### src/rtl/mic4_pkg.sv
// mic4_pulse_meter shared definitions.
// FSM encoding, result record layout and default parameters.
package mic4_pkg;

  localparam int DEF_WIDTH_BITS  = 16;
  localparam int DEF_TS_BITS     = 32;
  localparam int DEF_FIFO_DEPTH  = 16;
  localparam int DEF_SYNC_STAGES = 2;
  localparam int DEF_MIN_WIDTH   = 2;

  typedef enum logic [1:0] {
    ST_WAIT_LOW = 2'd0,
    ST_IDLE     = 2'd1,
    ST_HIGH     = 2'd2
  } state_e;

  // Packing order of one result, MSB first: {width, ts, sat}.
  typedef struct packed {
    logic [DEF_WIDTH_BITS-1:0] width;
    logic [DEF_TS_BITS-1:0]    ts;
    logic                      sat;
  } result_t;

  function automatic logic [15:0] sat_inc16(input logic [15:0] v);
    return (v == 16'hFFFF) ? v : v + 16'd1;
  endfunction

endpackage

### src/rtl/mic4_sync_fifo.sv
// Single-clock FIFO with a first-word-fall-through head.
// A push into a full FIFO is accepted only when a pop frees a slot.
module mic4_sync_fifo #(
  parameter int DEPTH     = 16,
  parameter int DATA_BITS = 8
) (
  input  logic                   clk,
  input  logic                   rst_n,
  input  logic                   push,
  input  logic [DATA_BITS-1:0]   wdata,
  input  logic                   pop,
  output logic [DATA_BITS-1:0]   rdata,
  output logic                   valid,
  output logic                   accept,
  output logic [$clog2(DEPTH):0] count
);

  localparam int AW = $clog2(DEPTH);
  localparam int CW = AW + 1;

  logic [DATA_BITS-1:0] mem [DEPTH];
  logic [AW-1:0]        wr_ptr;
  logic [AW-1:0]        rd_ptr;
  logic                 full;
  logic                 do_pop;

  assign valid  = (count != '0);
  assign full   = (count == CW'(DEPTH));
  assign do_pop = pop & valid;
  assign accept = push & (~full | do_pop);
  assign rdata  = mem[rd_ptr];

  always_ff @(posedge clk or negedge rst_n) begin
    if (!rst_n) begin
      for (int i = 0; i < DEPTH; i++) begin
        mem[i] <= '0;
      end
      wr_ptr <= '0;
      rd_ptr <= '0;
      count  <= '0;
    end else begin
      if (accept) begin
        mem[wr_ptr] <= wdata;
        wr_ptr      <= wr_ptr + 1'b1;
      end
      if (do_pop) begin
        rd_ptr <= rd_ptr + 1'b1;
      end
      if (accept && !do_pop) begin
        count <= count + 1'b1;
      end else if (!accept && do_pop) begin
        count <= count - 1'b1;
      end
    end
  end

endmodule

### src/rtl/mic4_pulse_meter.sv
// Measures width and rising-edge timestamp of pulses on pulse_in
// and queues {width, ts, sat} results for a valid/ready consumer.
module mic4_pulse_meter
  import mic4_pkg::*;
#(
  parameter int WIDTH_BITS  = DEF_WIDTH_BITS,
  parameter int TS_BITS     = DEF_TS_BITS,
  parameter int FIFO_DEPTH  = DEF_FIFO_DEPTH,
  parameter int SYNC_STAGES = DEF_SYNC_STAGES,
  parameter int MIN_WIDTH   = DEF_MIN_WIDTH
) (
  input  logic                        clk_in,
  input  logic                        rst,
  input  logic                        enable,
  input  logic                        clear_ts,
  input  logic                        pulse_in,
  output logic                        out_valid,
  input  logic                        out_ready,
  output logic [WIDTH_BITS-1:0]       out_width,
  output logic [TS_BITS-1:0]          out_ts,
  output logic                        out_sat,
  output logic [$clog2(FIFO_DEPTH):0] fifo_count,
  output logic [15:0]                 drop_count,
  output logic                        busy
);

  localparam int DW = WIDTH_BITS + TS_BITS + 1;
  localparam logic [WIDTH_BITS-1:0] MIN_W = WIDTH_BITS'(MIN_WIDTH);
  localparam logic [WIDTH_BITS-1:0] W_MAX = '1;

  logic [SYNC_STAGES-1:0] sync_q;
  logic                   s;
  logic                   s_d;
  logic                   rise;
  logic                   fall;

  logic [TS_BITS-1:0]     ts;
  logic [TS_BITS-1:0]     ts_lat;
  logic [WIDTH_BITS-1:0]  width;
  logic                   sat;
  state_e                 state;

  logic                   push_q;
  logic [DW-1:0]          push_data;
  logic [DW-1:0]          head;
  logic                   pop;
  logic                   accept;

  assign s    = sync_q[SYNC_STAGES-1];
  assign rise = s & ~s_d;
  assign fall = ~s & s_d;
  assign busy = (state == ST_HIGH);
  assign pop  = out_valid & out_ready;

  always_ff @(posedge clk_in or negedge rst) begin
    if (!rst) begin
      sync_q <= '0;
      s_d    <= 1'b0;
    end else begin
      sync_q <= {sync_q[SYNC_STAGES-2:0], pulse_in};
      s_d    <= s;
    end
  end

  always_ff @(posedge clk_in or negedge rst) begin
    if (!rst) begin
      ts <= '0;
    end else if (clear_ts) begin
      ts <= '0;
    end else if (enable) begin
      ts <= ts + 1'b1;
    end
  end

  // Results leave through a one-cycle push register so the FIFO
  // write lands one cycle after the fall cycle.
  always_ff @(posedge clk_in or negedge rst) begin
    if (!rst) begin
      state     <= ST_WAIT_LOW;
      ts_lat    <= '0;
      width     <= '0;
      sat       <= 1'b0;
      push_q    <= 1'b0;
      push_data <= '0;
    end else begin
      push_q <= 1'b0;
      unique case (state)
        ST_WAIT_LOW: begin
          if (enable && !s) begin
            state <= ST_IDLE;
          end
        end
        ST_IDLE: begin
          if (!enable) begin
            state <= ST_WAIT_LOW;
          end else if (rise) begin
            ts_lat <= ts;
            width  <= WIDTH_BITS'(1);
            sat    <= 1'b0;
            state  <= ST_HIGH;
          end
        end
        ST_HIGH: begin
          if (!enable) begin
            state <= ST_WAIT_LOW;
          end else if (fall) begin
            if (width >= MIN_W) begin
              push_q    <= 1'b1;
              push_data <= {width, ts_lat, sat};
            end
            state <= ST_IDLE;
          end else if (width == W_MAX) begin
            sat <= 1'b1;
          end else begin
            width <= width + 1'b1;
          end
        end
        default: begin
          state <= ST_WAIT_LOW;
        end
      endcase
    end
  end

  always_ff @(posedge clk_in or negedge rst) begin
    if (!rst) begin
      drop_count <= '0;
    end else if (push_q && !accept) begin
      drop_count <= sat_inc16(drop_count);
    end
  end

  mic4_sync_fifo #(
    .DEPTH     (FIFO_DEPTH),
    .DATA_BITS (DW)
  ) u_fifo (
    .clk    (clk_in),
    .rst_n  (rst),
    .push   (push_q),
    .wdata  (push_data),
    .pop    (pop),
    .rdata  (head),
    .valid  (out_valid),
    .accept (accept),
    .count  (fifo_count)
  );

  assign {out_width, out_ts, out_sat} = head;

endmodule

### config.mk
export PLATFORM = sky130hd
export DESIGN_NAME = mic4_pulse_meter
export DESIGN_NICKNAME = d
export VERILOG_FILES = /design/src/rtl/mic4_pkg.sv /design/src/rtl/mic4_sync_fifo.sv /design/src/rtl/mic4_pulse_meter.sv
export SDC_FILE = /design/constraint.sdc
export NUM_CORES = 1
export LEC_CHECK = 0
export CAP_MARGIN = 0
export CORE_ASPECT_RATIO = 1.1
export CORE_MARGIN = 8
export CORE_UTILIZATION = 55
export DETAILED_ROUTE_END_ITERATION = 8
export PLACE_DENSITY = 0.72
export SYNTH_ARGS = -nofsm -noshare
export SYNTH_HDL_FRONTEND = slang
export SYNTH_SLANG_ARGS = --single-unit
### constraint.sdc
create_clock -name clk_in -period 5.1 [get_ports clk_in]
set_input_delay 0.765 -clock clk_in [delete_from_list [all_inputs] [get_ports clk_in]]
set_output_delay 0.765 -clock clk_in [all_outputs]
set_load 0.01 [all_outputs]
# Yosys cells after proc, flatten, opt, wreduce, memory -nomap -nowiden
# Index checks and enable logic that the tools add are counted.
# totals
reg_bits	949
inputBits	6
output_inout_bits	72
elab_cells	117
# op_classes
n_addsub	7
n_lt_le_gt_ge	4
n_eq_ne	14
muxes	32
bitwise_logic	12
n_reduce_logical	19
# ops
operator	count
$bwmux W784	1
$bmux W49 S4	1
$demux W49 S4	1
$mux W49	3
$mux W16	5
$mux W32	2
$add A16 B1 Y16 const B	2
$add A32 B1 Y32 const B	1
$eq A16 B16 Y1 const B	2
$pmux W16 S2	1
$ge A16 B2 Y1 const B	1
$ne A2 B2 Y1 const B	6
$reduce_and A6 Y1	2
$ge A5 B5 Y1 const B	2
$mux W2	5
$mux W5	2
$not A4 Y5	2
$mux W1	9
$add A4 B1 Y4 const B	2
$pmux W2 S3	1
$reduce_and A3 Y1	2
$reduce_bool A2 Y1	3
$add A5 B1 Y5 const B	1
$and A1 B1 Y1	5
other kinds (17)	26

# Depth between registers and ports, before layout
# Gate-level depths: netlist (run 1).
# logic_depth
depth_word	9
depth_mapped	12
mapped_depth_nobuf	12

# Modules after synthesis
# From an unflattened synthesis (run 1), not the netlist that was laid out.
# hier_totals
cells_unflattened	2729
area_unflattened_um2	42223.0
# modules_own_cells
module	n_inst	cells_each	area_per_inst_um2	seq_area_each_um2
mic4_sync_fifo	1	2204	35620.4	19944.1
mic4_pulse_meter	1	525	6602.6	3803.6

# Worst setup path before layout (run 1)
# No wires, ideal clock.
# synth_path
path_type	register to register
startpoint	register u_fifo.count[1]
endpoint	register u_fifo.count[4]
setup_ns	0.079
arrival_ns	2.845
required_time_ns	5.021
path_slack_ns	2.176
path_stages_with_launch	13
path_buffers	0
period_less_slack_ns	2.924
cell_sequence	dfrtp_1 nor4_4 or2b_1 and2_1 inv_1 ha_1 inv_1 ha_1 nor2b_1 o21a_1 or3_1 a21oi_1 xor2_1
# synth_between
elab_chain_cells	8
word_cells_on_any_way	16
cone_classes	2 x add/sub; 1 x eq/ne; 2 x mux; 5 x bitwise; 6 x reduce/logical
# synth_lines
element	line_no	rtl
start, declared	mic4_sync_fifo.sv:15	output logic [$clog2(DEPTH):0] count
start signal, assigned	mic4_sync_fifo.sv:50	count <= count + 1'b1;
start signal, assigned	mic4_sync_fifo.sv:52	count <= count - 1'b1;
$reduce_bool A5 Y1 *	mic4_sync_fifo.sv:27	assign valid = (count != '0);
via out_valid	mic4_pulse_meter.sv:17	output logic out_valid,
$and A1 B1 Y1	mic4_pulse_meter.sv:53	assign pop = out_valid & out_ready;
$and A1 B1 Y1 *	mic4_sync_fifo.sv:29	assign do_pop = pop & valid;
$or A1 B1 Y1	mic4_sync_fifo.sv:30	assign accept = push & (~full | do_pop);
$and A1 B1 Y1	mic4_sync_fifo.sv:30	
$logic_not A1 Y1	mic4_sync_fifo.sv:51	end else if (!accept && do_pop) begin
$logic_and A1 B1 Y1	mic4_sync_fifo.sv:51	
$reduce_bool A2 Y1 (no source line)	--	
# The timed path passes the listed nets; every way through them passes the cells marked *. The select of a mux whose other input is x is not followed.
# A chain may end at the register's enable or synchronous reset.

# Worst setup path after layout (run 1)
# layout_path
startpoint	register u_fifo.rd_ptr[0]
endpoint	output out_ts[24]
# layout_between
elab_chain_cells	4
# layout_lines
element	line_no	rtl
start, declared	mic4_sync_fifo.sv:23	logic [AW-1:0] rd_ptr;
start signal, assigned	mic4_sync_fifo.sv:47	rd_ptr <= rd_ptr + 1'b1;
$not A4 Y5 (implied by the code)	mic4_sync_fifo.sv:31	assign rdata = mem[rd_ptr];
$bmux W49 S4	mic4_sync_fifo.sv:31	
$mux W49 (implied by the code) (2 in a row)	mic4_sync_fifo.sv:31	
end, declared	mic4_pulse_meter.sv:20	output logic [TS_BITS-1:0] out_ts,
# No other way between the ends. The select of a mux whose other input is x is not followed.

==> Flow_metrics.wiki, run 1 <==
{| class="wikitable"
! Metric !! Value
|-
| Horizontal extent of the die || roughly 280 um
|-
| Weighted congestion at the end of routability-driven global placement || 0.816
|-
| Number of distinct library cells after synthesis || between 50 and 60
|-
| CP Max Fanout || between 40 and 50
|-
| Clock network latency to the later pin of the worst-skew pair || between 0.6 and 0.7 ns
|-
| Total cell area at the placement stage || approximately 44000 um^2
|-
| Hold WC Path Type || primary input to asynchronous set/reset pin
|-
| Number of clock sinks || between 900 and 1k
|-
| Final routed wirelength across all metal layers || 96700 um
|-
| Power density over the cells || approximately 360 nW/um^2
|-
| Part of the cycle the worst path needs || 0.820
|-
| Leakage power || between 20 and 25 nW
|-
| Setup TNS || 0 ns
|-
| Fraction of final layout cells sized beyond drive strength 1 || 0.496
|-
| FMAX || 239 MHz
|-
| Number of vias per cell || around 6.1
|-
| Worst-case clock buffer depth || 3
|-
| Arrival time at the worst endpoint || 3.42 ns
|-
| Post-Layout Inst Area || around 47000 um^2
|-
| Initial antenna violation count || 1
|-
| Die area || around 87000 um^2
|-
| RSZ-0062 raised after global routing || false
|-
| Total congestion overflow after global routing || 0
|-
| Count of inserted antenna diode cells || 0
|-
| Yosys warning count || 0
|-
| Run status || finished clean
|-
| Flop and latch count out of synthesis || between 900 and 1k
|-
| Final antenna-violating net count || 0
|-
| Final setup violation count || 0
|-
| GR Util All Layers || 0.228
|-
| Worst setup path category || flip-flop to primary output
|-
| Max capacitance violation total || 0
|-
| Quantity of gates resized following cts || 0
|-
| Number of hold buffers added after cts || 0
|-
| Top-level I/O count || 78
|-
| Share of the yosys chip area belonging to registers || 0.556
|-
| Netlist Area Pre-Place || 42700 um^2
|-
| Largest net degree at the start of global routing || about 150
|-
| Fraction of registers with async set or reset after synthesis || 1.00
|-
| Clock tree root driver cell || sky130_fd_sc_hd__clkbuf_16
|-
| Min Tclk post-route || 4.18 ns
|-
| Skew final || about 0.018 ns
|-
| Count of routing violations after the opening detailed-route iteration || 1482
|-
| Wire length of the first global-routing pass || between 150000 and 200000 um
|-
| Detailed-routing iteration count for the pre-antenna-repair pass || 7
|-
| Port bufs || 77
|-
| Post-Route Utilization || 0.615
|-
| Most used flip-flop cell after synthesis || sky130_fd_sc_hd__dfrtp_1
|-
| CP Capture Type || primary output
|-
| Post-CTS setup buffers || 0
|-
| Routed wirelength normalized by instance count || 25.8 um
|-
| Number of endpoints with negative hold slack in the final report || 0
|-
| Post-synth EDFFs || 0
|-
| Post-synthesis to final-layout area growth || 11.1%
|-
| Element type at the critical path start || flip-flop
|-
| Hpwl dp || about 56000 um
|-
| Htree depth || 3
|-
| Via count || around 23k
|-
| TritonCTS buffer count || around 100
|-
| Net Count, Synth || 2644
|-
| Syn Inst Count || 2624
|-
| Slew at the pin closest to its max-slew limit || about 1.2 ns
|-
| Max Transition Viols Final || 0
|-
| Die Span Y || 308 um
|-
| Number of global-route vias before repair || about 25k
|-
| Clock transition at path regs || approximately 0.060 ns
|-
| Row Count || 107
|-
| Required time reported for the critical path endpoint || 4.34 ns
|-
| TritonCTS clock tree || built
|-
| Floorplan core area || slightly below 80000 um^2
|-
| Starting utilization of the core area || 0.554
|-
| DRC errors left || 0
|-
| Largest vdd supply drop || approximately 0.37 mV
|-
| Final layout net count || approximately 2.7k
|-
| Headroom to the max-slew limit || 0.209
|-
| Synthesized area per cell || ~16 um^2
|}
## cells by family after synthesis
group,count (synthesis),share of synthesized area
xor gates and xnor gates,49,0.0101
muxes,1116,0.366
DFF,949,0.556
and+or+nand+nor,208,0.0264
buffers and inverters,233,0.0281
adders and majority gates,14,0.00428
AOI/OAI and AO/OA,55,0.00888
## layout make-up
class	count	area (um^2)
multi-input cells	1442	17800
inverters	15	56.3
clock inverters	24	215
flip-flops and latches	949	23800
fillers	5638	29700
repair buffers	135	1400
well taps	1035	1290
clock buffers	147	2880
## worst paths after layout
kind / start / end / slack (ns) / cells past startpoint
max reg2reg: u_fifo.count[1] / u_fifo.count[4] / 1.84 / 12
min: rst / u_fifo.mem[438] / 0.18 / 1
min reg2reg: sync_q[0] / sync_q[1] / 0.35 / 0
max: u_fifo.rd_ptr[0] / out_ts[24] / 0.92 / 4
max in group asynchronous: rst / u_fifo.mem[120] / 3.60 / 2
min in group clk_in: sync_q[0] / sync_q[1] / 0.35 / 0
## placed cells by master, fill, tap and decap left out, types with 4 or more instances in the layout
cell,netlist,final
sky130_fd_sc_hd__dfrtp_1,949,945
sky130_fd_sc_hd__mux2_2,788,788
sky130_fd_sc_hd__mux4_2,245,245
sky130_fd_sc_hd__clkbuf_16,0,99
sky130_fd_sc_hd__mux2_4,80,80
sky130_fd_sc_hd__clkdlybuf4s50_1,0,76
sky130_fd_sc_hd__buf_4,15,43
sky130_fd_sc_hd__nand2_1,51,42
sky130_fd_sc_hd__nor2_1,37,37
sky130_fd_sc_hd__xor2_1,26,26
sky130_fd_sc_hd__clkbuf_1,96,26
sky130_fd_sc_hd__nand4_1,24,24
sky130_fd_sc_hd__xnor2_1,23,23
sky130_fd_sc_hd__nand3_1,23,23
sky130_fd_sc_hd__clkbuf_8,0,22
sky130_fd_sc_hd__clkinv_2,0,16
sky130_fd_sc_hd__and3_1,15,15
sky130_fd_sc_hd__buf_12,2,15
sky130_fd_sc_hd__inv_1,14,14
sky130_fd_sc_hd__o21ai_0,13,13
sky130_fd_sc_hd__ha_1,13,13
sky130_fd_sc_hd__nor3_1,11,11
sky130_fd_sc_hd__a21oi_1,10,10
sky130_fd_sc_hd__and2_4,2,8
sky130_fd_sc_hd__nand2_4,0,8
sky130_fd_sc_hd__a21o_1,8,8
sky130_fd_sc_hd__and2_1,12,6
sky130_fd_sc_hd__nor4_1,6,6
sky130_fd_sc_hd__or3_1,6,6
sky130_fd_sc_hd__a211o_1,4,4
sky130_fd_sc_hd__dfrtp_4,0,4
## worst max-delay path, stage by stage, from the launching register on
cell and delay, ns:
sky130_fd_sc_hd__dfrtp_4 0.68, sky130_fd_sc_hd__buf_12 0.38, sky130_fd_sc_hd__mux4_2 0.56, sky130_fd_sc_hd__mux4_2 0.53, sky130_fd_sc_hd__clkdlybuf4s50_1 0.52
## sequential cells by signal (all words and copies together), names as in the netlist
signal	count
ts_lat	32
push_data	49
state	2
push_q	1
u_fifo.wr_ptr	4
u_fifo.rd_ptr	4
ts	32
u_fifo.count	5
drop_count	16
s_d	1
sat	1
width	16
sync_q	2
u_fifo.mem	784
## through the flow
step                      std cells  hold WS [ns]  power, W  setup slack [ns]
after floorplan                2624         0.331   0.00956              2.18
after global placement         3576         0.342    0.0104              1.57
after detailed placement       3576         0.336    0.0104              1.56
after CTS                      3747         0.189    0.0173             0.857
after global routing           3747         0.226    0.0177             0.792
final                          3747         0.177    0.0171             0.917
## where the power goes
group	internal [W]	switching, W	total (W)
Sequential	0.00760	0.000368	0.00797
Clock	0.00399	0.00291	0.00690
Combinational	0.00101	0.00121	0.00221
## metal layers
metal,vias to the layer above,part of all wire,global-route usage
li1,9751,-,-
met1,12500,0.41,0.294
met2,481,0.52,0.394
met3,169,0.043,0.0376
met4,2,0.029,0.0742
met5,-,0.00013,0
## synth_stat cells (all sizes together), types with 14 or more instances
master | number | area [um^2]
dfrtp | 949 | 23700
mux2 | 868 | 10100
mux4 | 245 | 5520
buf | 115 | 749
clkbuf | 103 | 395
nand2 | 51 | 191
nor2 | 37 | 139
xor2 | 26 | 228
nand4 | 24 | 150
nand3 | 23 | 115
xnor2 | 23 | 201
and3 | 15 | 93.8
and2 | 14 | 92.6
inv | 14 | 52.6
Note: power is estimated with default switching activity, not from simulation.
==> run 2: changes to the inputs <==
clock period = 4.1 ns   (was 5.1 ns; I/O delays follow)
==> run 2 against run 1 <==
  * Via count up 1.1%
  * Sequential power grew 23%
  * Sequential cell count did not move
  * Total power is 29% higher
  * Utilization grew 0.87 points
  * Combinational power rose by 36%
  * Sequential share of layout area shrank 0.70 points
  * Critical path type unchanged
  * Critical endpoint is now out_ts[25]
  * Largest cell class unchanged
  * Highest routed layer unchanged
==> Flow_metrics.wiki, run 2 (synthesis gave the netlist of run 1 again) <==
{| class="wikitable"
! Metric !! Value
|-
| Run status || finished clean (unchanged)
|-
| Quantity of gates resized following cts || 0 (unchanged)
|-
| Skew final || 0.0269 ns (was 0.0175 ns)
|-
| Clock network latency to the later pin of the worst-skew pair || 0.64 ns (was 0.65 ns)
|-
| GR Util All Layers || 0.230 (was 0.228)
|-
| Element type at the critical path start || flip-flop (unchanged)
|-
| Max reg flops || 784 (unchanged)
|-
| Most heavily used metal layer in global routing || met2 (unchanged)
|-
| Max capacitance violation total || 0 (unchanged)
|-
| Logic gate share of total power || 0.136 (was 0.130)
|-
| Post-CTS setup buffers || 1 (was 0)
|-
| Number of global-route vias before repair || 25.7k (was 25.5k)
|-
| Worst setup path category || flip-flop to primary output (unchanged)
|-
| Met3 track demand over resource || 0.0299 (was 0.0376)
|-
| CP Capture Type || primary output (unchanged)
|-
| Die area || 86800 um^2 (unchanged)
|-
| Top-level I/O count || 78 (unchanged)
|-
| Die Span Y || 308 um (unchanged)
|-
| Wire length of the first global-routing pass || 155000 um (was 153000 um)
|-
| Count of routing violations after the opening detailed-route iteration || 1295 (was 1482)
|-
| Share of total power in sequential cells || 0.445 (was 0.467)
|-
| Row Count || 107 (unchanged)
|-
| Hpwl dp || 57900 um (was 56100 um)
|-
| DRC errors left || 0 (unchanged)
|-
| Met2 Use GR || 0.397 (was 0.394)
|-
| Final antenna-violating net count || 0 (unchanged)
|-
| TritonCTS clock tree || built (unchanged)
|-
| Fraction of final layout cells sized beyond drive strength 1 || 0.508 (was 0.496)
|-
| Largest net degree at the start of global routing || 95 (was 149)
|-
| Routed wirelength normalized by instance count || 25.7 um (was 25.8 um)
|-
| Number of hold buffers added after cts || 0 (unchanged)
|-
| Count of inserted antenna diode cells || 0 (unchanged)
|-
| Total congestion overflow after global routing || 0 (unchanged)
|-
| Clock transition at path regs || 0.07 ns (was 0.06 ns)
|-
| Max Transition Viols Final || 0 (unchanged)
|-
| Htree depth || 3 (unchanged)
|-
| Final routed wirelength across all metal layers || 97200 um (was 96700 um)
|-
| Regs by FF count || u_fifo.mem: 784 flops, push_data: 49 flops (unchanged)
|-
| Power density over the cells || 459 nW/um^2 (was 360 nW/um^2)
|-
| Number of endpoints with negative hold slack in the final report || 0 (unchanged)
|-
| Headroom to the max-slew limit || 0.252 (was 0.209)
|-
| Worst-case clock buffer depth || 3 (unchanged)
|-
| FMAX || roughly 250 MHz
|-
| Weighted congestion at the end of routability-driven global placement || 0.806 (was 0.816)
|-
| Commonest non-fill, non-tap cell in the layout || sky130_fd_sc_hd__dfrtp_1 (unchanged)
|-
| Via count || 23.1k (was 22.9k)
|-
| Number of vias per cell || 6.12 (was 6.11)
|-
| Total internal power || 0.0164 W (was 0.0126 W)
|-
| Switch share || 0.259 (was 0.263)
|-
| CP Max Fanout || 48 (was 47)
|-
| Clock power share || 0.419 (was 0.404)
|-
| Slew at the pin closest to its max-slew limit || 1.11 ns (was 1.17 ns)
|-
| Met1 layer usage reported by global route || 0.307 (was 0.294)
|-
| Floorplan core area || 77100 um^2 (unchanged)
|-
| Post-synthesis to final-layout area growth || 12.7% (was 11.1%)
|-
| Hold WC Path Type || primary input to asynchronous set/reset pin (unchanged)
|-
| Leakage power || 23.1 nW (was 22.8 nW)
|-
| Clock tree root driver cell || sky130_fd_sc_hd__clkbuf_16 (unchanged)
|-
| Reg-to-reg slack, setup || 0.87 ns (was 1.84 ns)
|-
| Setup TNS || 0 ns (unchanged)
|-
| Final layout net count || 2686 (was 2661)
|-
| Initial antenna violation count || 1 (unchanged)
|-
| Number of clock sinks || 949 (unchanged)
|-
| TritonCTS buffer count || 97 (was 98)
|-
| Final total power || 0.0221 W (was 0.0171 W)
|-
| Required time reported for the critical path endpoint || 3.48 ns (was 4.34 ns)
|-
| Most frequent cells in the layout || 945 x sky130_fd_sc_hd__dfrtp_1, 788 x sky130_fd_sc_hd__mux2_2, 245 x sky130_fd_sc_hd__mux4_2, 100 x sky130_fd_sc_hd__clkbuf_16, 80 x sky130_fd_sc_hd__mux2_4 (was 945 x sky130_fd_sc_hd__dfrtp_1, 788 x sky130_fd_sc_hd__mux2_2, 245 x sky130_fd_sc_hd__mux4_2, 99 x sky130_fd_sc_hd__clkbuf_16, 80 x sky130_fd_sc_hd__mux2_4)
|-
| Arrival time at the worst endpoint || 3.32 ns (was 3.42 ns)
|-
| Detailed-routing iteration count for the pre-antenna-repair pass || 5 (was 7)
|-
| Net Sw Power || 0.00571 W (was 0.00448 W)
|-
| Horizontal extent of the die || 282 um (unchanged)
|-
| Final setup violation count || 0 (unchanged)
|-
| Min Tclk post-route || 3.94 ns
|-
| Most flop-heavy register || u_fifo.mem (unchanged)
|-
| Port bufs || 77 (unchanged)
|-
| RSZ-0062 raised after global routing || false (unchanged)
|-
| Part of the cycle the worst path needs || 0.960
|-
| Starting utilization of the core area || 0.554 (unchanged)
|-
| Largest vdd supply drop || 0.280 mV (was 0.367 mV)
|}
==> run 2: final timing paths <==
check	startpoint	to	cells past startpoint
setup / recovery	u_fifo.rd_ptr[0]	out_ts[25]	4
hold / removal	rst	u_fifo.mem[484]	1
setup reg to reg	u_fifo.count[1]	u_fifo.count[4]	12
hold reg to reg	sync_q[0]	sync_q[1]	0
max in group asynchronous	rst	u_fifo.mem[687]	2
min in group clk_in	sync_q[0]	sync_q[1]	0
==> run 2: routing by layer <==
metal	vias up	share of wire	routed length, um
met1	12700	0.43	41400
met4	2	0.027	2590
li1	9842	-	-
met5	-	0.00013	13
met2	410	0.51	50000
met3	159	0.033	3240
==> run 2: through the flow <==
stage | utilization | instance area [um^2] | setup slack [ns] | std cells | hold WS [ns]
2_1_floorplan | - | 42700 | 1.18 | 2624 | 0.319
3_3_place_gp | 0.580 | 44700 | 0.651 | 3601 | 0.426
3_5_place_dp | 0.580 | 44700 | 0.642 | 3601 | 0.428
4_1_cts | 0.624 | 48100 | 0.0842 | 3779 | 0.0883
5_1_grt | 0.624 | 48100 | 0.0483 | 3779 | 0.125
6_report | 0.624 | 48100 | 0.163 | 3779 | 0.0959
==> run 2: worst max-delay path, cell delays in order, from the launching register on <==
cell and delay [ns]:
sky130_fd_sc_hd__dfrtp_4 0.66, sky130_fd_sc_hd__buf_12 0.41, sky130_fd_sc_hd__mux4_2 0.56, sky130_fd_sc_hd__mux4_2 0.52, sky130_fd_sc_hd__clkdlybuf4s50_1 0.50
==> run 2: layout make-up <==
| cell class | count | area, um^2 |
|---|---|---|
| Fill cell | 5534 | 29000 |
| Clock inverter | 47 | 572 |
| Tap cell | 1035 | 1290 |
| Inverter | 15 | 56.3 |
| Multi-Input combinational cell | 1442 | 17800 |
| Timing Repair Buffer | 161 | 1790 |
| Sequential cell | 949 | 23800 |
| Clock buffer | 130 | 2810 |
==> run 2: power groups by stage <==
stage,sequential (W),clock (W),combinational (W)
after floorplan,0.00971,0,0.00218
after global placement,0.0100,0,0.00296
after detailed placement,0.0100,0,0.00302
after CTS,0.00983,0.00943,0.00308
after global routing,0.00984,0.00982,0.00325
final,0.00982,0.00924,0.00301
==> patch 1 (flow settings as in run 2) <==
Set the package constant `DEF_SYNC_STAGES` to 4 (it was 2).
--- a/src/rtl/mic4_pkg.sv
+++ b/src/rtl/mic4_pkg.sv
@@ -5,7 +5,7 @@
   localparam int DEF_WIDTH_BITS  = 16;
   localparam int DEF_TS_BITS     = 32;
   localparam int DEF_FIFO_DEPTH  = 16;
-  localparam int DEF_SYNC_STAGES = 2;
+  localparam int DEF_SYNC_STAGES = 4;
   localparam int DEF_MIN_WIDTH   = 2;
 
   typedef enum logic [1:0] {
Function: changed (a bounded check fails within 4 cycles, from zero or initial values and one cycle with rst low).
==> patch 1 against run 2 <==
Setup slack worse by 0.0032 ns. Wire length up 1.8%. Sequential cell count up 2. Global-route usage up 0.45 points. Synthesized area about the same. Design area down 0.10%. Largest power group unchanged. Sequential share of layout area up 0.15 points. Power down 2.7%.
==> patch 1: results <==
[route]
met2_length_um = 50700
top_layer = "met4"
dr_wl_met3_um = 3910
first_iter_violations = 1662
wirelength_um = 98900
wl_met1_um = 41900
num_vias = 23649

[cells_and_area]
largestRegisters = "u_fifo.mem (784), push_data (49)"
fill_cells = 5541
finalNetCount = 2767
layout-drive-gt1-share_pct = 47.7

[yosys]
synthTopCellsByArea = "dfrtp_1 56%, mux2_2 20%, mux4_2 13%"
synth_fa_ha_area_share_pct = 0.428
synth_compound_area_share_pct = 0.671
synth.area.mux_share_pct = 35.7
yosys-top-cells-count = "951 x dfrtp_1, 754 x mux2_2, 245 x mux4_2, 135 x nand2_1, 111 x clkbuf_1"
synth_seq_area_share_pct = 55.7
yosys.cell_types.count = 54
synth_xor_area_share_pct = 1.09
syn_nets = 2715

[critical_path]
r2r_slack_ns = 0.96
slowest_delay_ns = 0.57
rr_startpoint = "u_fifo.count[1]"
cp_data_arrival_time_ns = 3.32
cp_max_fo = 16
cp-endpoint = "out_ts[22]"
worstRegToRegCells = 11
cpLargestDelayFamily = "multiplexers"

[cts]
clk-insertion-delay-late_ns = 0.64
postCtsHoldBufs = 1
clkTransAtPathRegs_ns = 0.06
cts_setup_buffers = 0
cts-resized-gates = 0
cts-root-buf = "clkbuf_16"

[placement]
place_congestion = 0.806
dp_hpwl_um = 59900
placed_area_um2 = 44900
port_buffers = 77

[power_and_ir_drop]
ir_worst_vdd_v = 0.000304
p_leak_nw = 23.2

[timing]
clock_skew_ns = 0.0154
relSlewSlack_pct = 38.9

[run_status]
status = "complete, no violations"

[hold_path]
hold_depth = 0
worstHoldPathType = "register to register"

[global_routing]
track_usage_pct = 23.5
first_global_vias = 26238
antenna_found_initial = 0
grt_first_pass_wirelength_um = 158000
grt_start_max_net_pins = 124
patch 1: area by class of cell:
class / instances / share of cell area [%]
Clock buffer: 148 / 5.98
Clock inverter: 23 / 0.479
Inverter: 16 / 0.125
Multi-Input combinational cell: 1510 / 37.1
Sequential cell: 951 / 49.6
Tap cell: 1035 / 2.70
Timing Repair Buffer: 171 / 4.08
patch 1: how the worst min path moves through the flow:
stage,from,endpoint,slack [ns]
2_1_floorplan,rst,drop_count[0],0.32
3_3_place_gp,sync_q[0],sync_q[1],0.34
3_5_place_dp,sync_q[0],sync_q[1],0.33
4_1_cts,sync_q[0],sync_q[1],0.35
5_1_grt,sync_q[0],sync_q[1],0.36
6_report,sync_q[0],sync_q[1],0.35
patch 1: stage by stage:
stage	setup WS [ns]	hold slack, ns	instances	util, %	total power, W
floorplan	1.14	0.319	2695	-	0.0118
global placement	0.751	0.337	3682	58.3	0.0131
detailed placement	0.743	0.335	3682	58.3	0.0131
CTS	0.0917	0.352	3854	62.3	0.0217
global route	0.0369	0.362	3854	62.3	0.0222
finish	0.160	0.352	3854	62.3	0.0215
patch 1: cell families after synthesis:
logic type	count (synthesis)
compound gates	44
xor+xnor	53
fa+ha+maj	14
buf+inv	234
flops	951
mux	1083
simple gates	316
patch 1: routing by layer:
metal	up-vias	GRT usage, %
li1	9989	-
met1	12989	31.8
met2	515	40.0
met3	156	2.96
met4	0	6.80
met5	-	0
patch 1: power breakdown:
group	total [W]	internal, W	switching, W
combinational	0.00313	0.00139	0.00174
sequential	0.00969	0.00947	0.000225
clock	0.00864	0.00505	0.00359
==> patch 2 (config.mk and constraints of run 2) <==
Without the edit above. One comparison of `count` changes from == to >=.
--- a/src/rtl/mic4_sync_fifo.sv
+++ b/src/rtl/mic4_sync_fifo.sv
@@ -25,7 +25,7 @@
   logic                 do_pop;
 
   assign valid  = (count != '0);
-  assign full   = (count == CW'(DEPTH));
+  assign full   = (count >= CW'(DEPTH));
   assign do_pop = pop & valid;
   assign accept = push & (~full | do_pop);
   assign rdata  = mem[rd_ptr];
Function: same outputs for any inputs over 4 cycles, from zero or initial values and one cycle with rst low; that may be too few to reach the edited logic, so the function may still have changed.
==> patch 2 against run 2 <==
Largest cell class unchanged. Wire length barely moved. Synthesized area decreased by 1.3%. Power shrank 2.4%. Setup slack improved by 0.014 ns. Design area decreased by 1.0%. Clock skew is 0.0036 ns lower. Sequential cell count did not move.
==> patch 2: results <==
[run_status]
status = "complete, no violations"

[yosys]
yosys-top-cells-count = "949 x dfrtp_1, 832 x mux2_2, 245 x mux4_2, 121 x nand2_1, 97 x clkbuf_1"
synth-edff-count = 0
synthFlopType = "dfrtp_1"
yosys.cell_types.count = 53
synthArstFlopShare_pct = 100
synth_seq_area_share_pct = 56.4
synth.avg_cell_area_um2 = 15.7
synthTopCellsByArea = "dfrtp_1 56%, mux2_2 22%, mux4_2 13%"

[cts]
clk-insertion-delay-late_ns = 0.64
h-tree-depth = 3
ctsLongestPathBuffers = 3
cts_inserted_buffers = 96
cts_setup_buffers = 0

[critical_path]
cp_data_arrival_time_ns = 3.31
worstReg2RegEnd = "u_fifo.mem[488]"
worstRegToRegCells = 4
startpoint = "u_fifo.rd_ptr[0]"
rr_startpoint = "u_fifo.wr_ptr[2]"
cp_max_fo = 22
cp-endpoint = "out_sat"
slowest_delay_ns = 0.59
r2r_slack_ns = 1.40

[cells_and_area]
finalNetCount = 2749
fin_cells = 3824
largestRegisters = "u_fifo.mem (784), push_data (49)"
layout-drive-gt1-share_pct = 47.3

[placement]
dp_hpwl_um = 56700
place_congestion = 0.804
dp_cells = 3657

[timing]
hold_ws_ns = 0.0421
clock_skew_ns = 0.0233
relSlewSlack_pct = 37.9

[global_routing]
first_global_vias = 26205
grt_start_max_net_pins = 117
grt_first_pass_wirelength_um = 155000
track_usage_pct = 23.1
antenna_found_initial = 0

[route]
dr.pass1.iters = 5
first_iter_violations = 1645
num_vias = 23480
wire_per_inst_um = 25.4

[power_and_ir_drop]
ir_worst_vdd_v = 0.000631
p_leak_nw = 23.1

[hold_path]
worstHoldPathType = "primary input to async pin"
-- patch 2: cell count changes in the layout (fill, tap and decap cells not counted), moves of 8 or more --
cell | before | now
xnor2_1 | 23 | 32
clkinv_2 | 26 | 15
buf_4 | 53 | 45
nor2_1 | 37 | 45
and2_4 | 8 | 0
nand2_4 | 8 | 0
clkbuf_1 | 11 | 22
mux2_4 | 80 | 0
mux2_2 | 788 | 832
nand3_4 | 0 | 12
nand2_1 | 42 | 121
-- patch 2: cell type report --
class,instances,area (µm²)
antenna,1,2.50
tap,1026,1280
timing repair buffer,155,1770
sequential,949,23800
clock inverter,28,357
multi-input combinational,1508,17600
fill,5409,28400
clock buffer,138,2790
inverter,19,71.3
-- patch 2: critical path: cells and delay by family (launching register included) --
kind,cells,cell delay [ns]
muxes,2,1.07
buffers and inverters,2,0.98
DFF,1,0.59
-- patch 2: metrics by stage --
step,instance area [µm²],setup slack (ns)
2_1_floorplan,42100,1.40
3_3_place_gp,44500,0.742
3_5_place_dp,44500,0.753
4_1_cts,47600,0.0779
5_1_grt,47600,0.0286
6_report,47600,0.177
-- patch 2: power breakdown --
group | switching, W | internal, W | total, W
clock network | 0.00356 | 0.00521 | 0.00876
logic | 0.00167 | 0.00133 | 0.00300
registers | 0.000323 | 0.00945 | 0.00977
total | 0.00555 | 0.0160 | 0.0215
-- patch 2: cell families after synthesis --
group	after synthesis	share of synthesized area (%)
compound gates	55	0.876
xor+xnor	53	1.10
fa+ha+maj	14	0.434
buf+inv	235	2.30
flops	949	56.4
mux	1079	35.4
simple gates	307	3.54
-- patch 2: per-layer routing --
layer,up-vias,global-route usage [%],part of all wire (%)
li1,10027,-,-
met4,0,7.17,2.5
met5,-,0,0
met2,496,40.2,52
met3,160,3.39,4.1
met1,12797,30.0,41
